<file path="config.mk">
export PLATFORM = sky130hd
export DESIGN_NAME = key_event_module
export DESIGN_NICKNAME = d
export VERILOG_FILES = /design/src/rtl/key_event_module.sv
export SDC_FILE = /design/constraint.sdc
export NUM_CORES = 1
export LEC_CHECK = 0
export ABC_AREA = 1
export BUFFER_PORTS_ARGS = -buffer_cell sky130_fd_sc_hd__buf_4
export CAP_MARGIN = 20
export CORE_MARGIN = 1.5
export CORE_UTILIZATION = 56
export DETAILED_ROUTE_END_ITERATION = 7
export PLACE_DENSITY = 0.76
export SYNTH_ARGS = -nofsm -noshare
export SYNTH_HDL_FRONTEND = slang
export SYNTH_SLANG_ARGS = --single-unit
</file>
<file path="constraint.sdc">
create_clock -name CLK -period 1.88 [get_ports CLK]
set_clock_uncertainty 0.05 [all_clocks]
set_input_delay 0.094 -clock CLK [delete_from_list [all_inputs] [get_ports CLK]]
set_output_delay 0.094 -clock CLK [all_outputs]
set_load 0.02 [all_outputs]
</file>
<file path="src/rtl/key_event_module.sv">
// Key gesture classifier: turns a debounced active-low key level into single-cycle
// short / double / long / auto-repeat event pulses, timed by a ms prescaler.
module key_event_module #(
    parameter int MS_CNT    = 50000,
    parameter int LONG_MS   = 1000,
    parameter int DCLICK_MS = 300,
    parameter int REPEAT_MS = 200
) (
    input  logic CLK,
    input  logic RST,
    input  logic Key_In,
    output logic Short_Sig,
    output logic Double_Sig,
    output logic Long_Sig,
    output logic Repeat_Sig,
    output logic Key_Busy
);

    localparam int PW = (MS_CNT > 1) ? $clog2(MS_CNT) : 1;

    typedef enum logic [2:0] {
        IDLE,
        PRESS1,
        LONG_HOLD,
        WAIT_2ND,
        PRESS2,
        WAIT_REL
    } state_t;

    state_t          state_reg;
    state_t          state_next;
    logic            key_q_reg;
    logic [PW-1:0]   prescaler_reg;
    logic [15:0]     ms_cnt_reg;

    logic fall;
    logic rise;
    logic tick;
    logic long_hit;
    logic dclick_hit;
    logic repeat_hit;
    logic short_next;
    logic double_next;
    logic long_next;
    logic repeat_next;
    logic timer_clear;

    assign fall = key_q_reg & ~Key_In;
    assign rise = ~key_q_reg & Key_In;
    assign tick = (prescaler_reg == PW'(MS_CNT - 1));

    // A threshold is hit on the edge where ms_cnt steps from N-1 to N.
    assign long_hit   = tick && (ms_cnt_reg == 16'(LONG_MS - 1));
    assign dclick_hit = tick && (ms_cnt_reg == 16'(DCLICK_MS - 1));
    assign repeat_hit = tick && (ms_cnt_reg == 16'(REPEAT_MS - 1));

    always_comb begin
        state_next  = state_reg;
        short_next  = 1'b0;
        double_next = 1'b0;
        long_next   = 1'b0;
        repeat_next = 1'b0;
        case (state_reg)
            IDLE: begin
                if (fall) state_next = PRESS1;
            end
            PRESS1: begin
                if (rise) begin
                    state_next = WAIT_2ND;
                end else if (long_hit) begin
                    long_next  = 1'b1;
                    state_next = LONG_HOLD;
                end
            end
            LONG_HOLD: begin
                if (rise) state_next = IDLE;
                else if (repeat_hit) repeat_next = 1'b1;
            end
            WAIT_2ND: begin
                if (fall) begin
                    state_next = PRESS2;
                end else if (dclick_hit) begin
                    short_next = 1'b1;
                    state_next = IDLE;
                end
            end
            PRESS2: begin
                // The second press is a double click whether released early or held long.
                if (rise) begin
                    double_next = 1'b1;
                    state_next  = IDLE;
                end else if (long_hit) begin
                    double_next = 1'b1;
                    state_next  = WAIT_REL;
                end
            end
            WAIT_REL: begin
                if (rise) state_next = IDLE;
            end
            default: state_next = IDLE;
        endcase
    end

    assign timer_clear = (state_next != state_reg) || repeat_next;

    always_ff @(posedge CLK or posedge RST) begin
        if (RST) begin
            state_reg     <= IDLE;
            key_q_reg     <= 1'b1;
            prescaler_reg <= '0;
            ms_cnt_reg    <= '0;
            Short_Sig     <= 1'b0;
            Double_Sig    <= 1'b0;
            Long_Sig      <= 1'b0;
            Repeat_Sig    <= 1'b0;
            Key_Busy      <= 1'b0;
        end else begin
            key_q_reg  <= Key_In;
            state_reg  <= state_next;
            Short_Sig  <= short_next;
            Double_Sig <= double_next;
            Long_Sig   <= long_next;
            Repeat_Sig <= repeat_next;
            Key_Busy   <= (state_next != IDLE);
            if (timer_clear) begin
                prescaler_reg <= '0;
                ms_cnt_reg    <= '0;
            end else if (tick) begin
                prescaler_reg <= '0;
                if (ms_cnt_reg != 16'hFFFF) ms_cnt_reg <= ms_cnt_reg + 16'd1;
            end else begin
                prescaler_reg <= prescaler_reg + 1'b1;
            end
        end
    end

endmodule

</file>
==> results.sh <==
export IMPL_nNetsFinal=386
export IMPL_end_kind="flip-flop"
export IMPL_path_cells="ha_2 -> nand2_2 -> nor2_4 -> nand2_2 -> nor2_4 -> nand2_4 -> a21oi_4 -> nand3_2 -> nand2_1 -> nand2_2 -> nand2_4 -> buf_12 -> nor2_1"
export IMPL_layout_drive_gt1_share=0.280
export IMPL_relSlewSlack=0.634
export IMPL_core_um2=4090
export IMPL_startpoint_type="flip-flop"
export IMPL_area_delta_synth_final_pct=25.6
export IMPL_worstSetupStartpoint="prescaler_reg[1]"
export IMPL_rsz0062_at_grt="true"
export IMPL_yosysTopAreaCell="dfrtp_1"
export IMPL_drt_iter0_drc=160
export IMPL_insertion_delay_ns=0.30
export IMPL_endpoint="prescaler_reg[13]"
export IMPL_cts_htree_levels=2
export IMPL_seqCellArea_um2=1030
export IMPL_critical_path_slowest_cell="dfrtp_1"
export IMPL_cts_made_buffers=5
export IMPL_antenna_found_initial=0
export IMPL_port_buffers=7
export IMPL_wl_per_cell_um=12.4
export IMPL_design_portCount=8
export IMPL_die_h_um=68.8
export IMPL_max_freq_mhz=496
export IMPL_ys_seq_area_frac=0.424
export IMPL_drc=0
export IMPL_ys_top_cells_by_area="dfrtp_1 (41%), nand2_1 (12%), nor2_1 (8.8%)"
export IMPL_hold_class="input port to asynchronous set/reset pin"
export IMPL_grt_pass1_wl_um=8450
export IMPL_gr_total_overflow=0
export IMPL_syn_avg_cell_area_um2=7.32
export IMPL_critPathArrivalTime_ns=2.14
export IMPL_die_w_um=68.8
export IMPL_synth_most_common_cell="nand2_1"
export IMPL_reg2reg_from="prescaler_reg[1]"
export IMPL_crit_fanout=12
export IMPL_track_usage=0.239
export IMPL_cap_violations=0
export IMPL_start_util=0.593
export IMPL_clkSlewWorstSetupHoldPaths_ns=0.08
export IMPL_r2r_cells=13
export IMPL_nFillCells=310
export IMPL_power_w=0.00266
export IMPL_finalSetupViolCount=33
export IMPL_dp_slack_ns=-0.0842
export IMPL_synth_flop_cell="dfrtp_1"
export IMPL_worst_path_most_repeated_cell="nand2_2"
export IMPL_crit_type="flip-flop to flip-flop"
export IMPL_drtPass1Iterations=4
export IMPL_synthArstFlopShare=1.00
export IMPL_cp_required_ns=2.01
export IMPL_r2r_end="prescaler_reg[13]"
export IMPL_first_global_vias=1961
export IMPL_yosys_area_top_type_share=0.413
export IMPL_finalCritPeriodShare=1.07
export IMPL_max_stage_delay_ns=0.37
export IMPL_dp_hpwl_um=3680
export IMPL_drv_slew=0
export IMPL_setup_tns_ns=-3.61
export IMPL_synthCells=331
export IMPL_vias=2219
export IMPL_clock_sinks=41
export IMPL_multi_input_area_um2=1280
export IMPL_netlist_area_um2=2420
export IMPL_vias_per_cell=5.14
export IMPL_antenna_cells=0
export IMPL_synth_cell_types=32
export IMPL_cts_buffer_depth=2
export IMPL_synth_nets=336
export IMPL_hold_viol_final=0
export IMPL_leakage_nw=1.45
export IMPL_ir_drop_uv=599
export IMPL_synth_edf_count=0
export IMPL_rows=23
export IMPL_status="finished, violations left"
export IMPL_worst_pin_slew_ns=0.544
export IMPL_ys_ff_latch=41
export IMPL_drtAntennaViolNets=0
export IMPL_rrSetupSlack_ns=-0.13
export IMPL_cts_tree="done"
export IMPL_p_per_area_nw_per_um2=875
export IMPL_routed_wl_um=5350
export IMPL_fin_ws_ns=-0.134
export IMPL_ys_top_cells_by_count="nand2_1 (78), nor2_1 (57), inv_1 (46)"
export IMPL_die_area_um2=4730
export IMPL_place_congestion=0.875
export IMPL_yosysWarnings=0
export IMPL_grt_start_max_net_pins=25
export IMPL_fin_crit_ns=2.01
export IMPL_violations="negative setup slack"
export IMPL_root_buffer="clkbuf_8"
## what timing repair did
| item | 4_1_cts | 5_1_grt |
|---|---|---|
| hold buffers | 2 | 0 |
| gates cloned | 0 | 2 |
| setup buffers | 1 | 1 |
| gates resized for setup | 4 | 29 |
| endpoints found under the hold margin | 41 | 0 |
| endpoints found under the setup margin | 33 | 33 |
| pin swaps | 0 | 6 |
## cell type report
cell class | instances | share of cell area
timing repair buffer | 47 | 0.133
tap | 50 | 0.0206
multi-input combinational | 237 | 0.419
sequential | 41 | 0.337
clock buffer | 5 | 0.0226
inverter | 49 | 0.0617
clock inverter | 3 | 0.00575
## cells by family after synthesis
logic type	Yosys count	share of synthesized area
AOI/OAI and AO/OA	13	0.0320
xor gates and xnor gates	14	0.0506
adders and majority gates	2	0.0103
buffers and inverters	53	0.0919
DFF	41	0.424
and+or+nand+nor	208	0.391
## report_power, final
| part | internal [W] | switching [W] |
|---|---|---|
| Combinational | 0.000464 | 0.000628 |
| Sequential | 0.000941 | 0.0000500 |
| Clock | 0.000257 | 0.000325 |
## layout by cell type, fill, tap and decap left out, drive strengths merged, types with 2 or more instances in the layout
cell	n
clkinv	2
and3	2
buf	44
dlygate4sd3	2
nand4	8
inv	48
xnor2	2
xor2	12
o21ai	7
clkinvlp	2
nand3	28
nor3	7
dfrtp	40
nor4	5
clkbuf	6
nand2	83
a21oi	3
ha	2
nand3b	2
nor2	71
## critical path, delay by kind of cell, from the launching register on
| kind | cells | cell delay [ns] |
|---|---|---|
| and+or+nand+nor | 10 | 0.99 |
| AOI/OAI and AO/OA | 1 | 0.14 |
| DFF | 1 | 0.37 |
| buffers and inverters | 1 | 0.15 |
| adders and majority gates | 1 | 0.20 |
## how the worst min path moves through the flow
stage / endpoint / slack (ns) / cells after the start
global placement: Repeat_Sig / 0.09 / 3
finish: Short_Sig / 0.33 / 4
global route: Short_Sig / 0.39 / 4
detailed placement: Short_Sig / 0.10 / 3
floorplan: key_q_reg / 0.05 / 0
CTS: Short_Sig / 0.33 / 4
## through the flow
step / cell area [um^2] / std cells / hold WS (ns) / utilization
2_1_floorplan: 2420 / 331 / 0.0485 / -
3_3_place_gp: 2780 / 418 / 0.0945 / 0.680
3_5_place_dp: 2780 / 418 / 0.100 / 0.680
4_1_cts: 2910 / 429 / 0.330 / 0.711
5_1_grt: 3040 / 432 / 0.393 / 0.745
6_report: 3040 / 432 / 0.335 / 0.745
## layer usage
metal  vias to the layer above  track usage  wire (um)
met4                         0       0.0833         67
met2                        57        0.412       2720
met1                      1022        0.297       2340
met5                         -            0          0
li1                       1134            -          -
met3                         6       0.0471        230
Power figures use the tool's default switching activity.
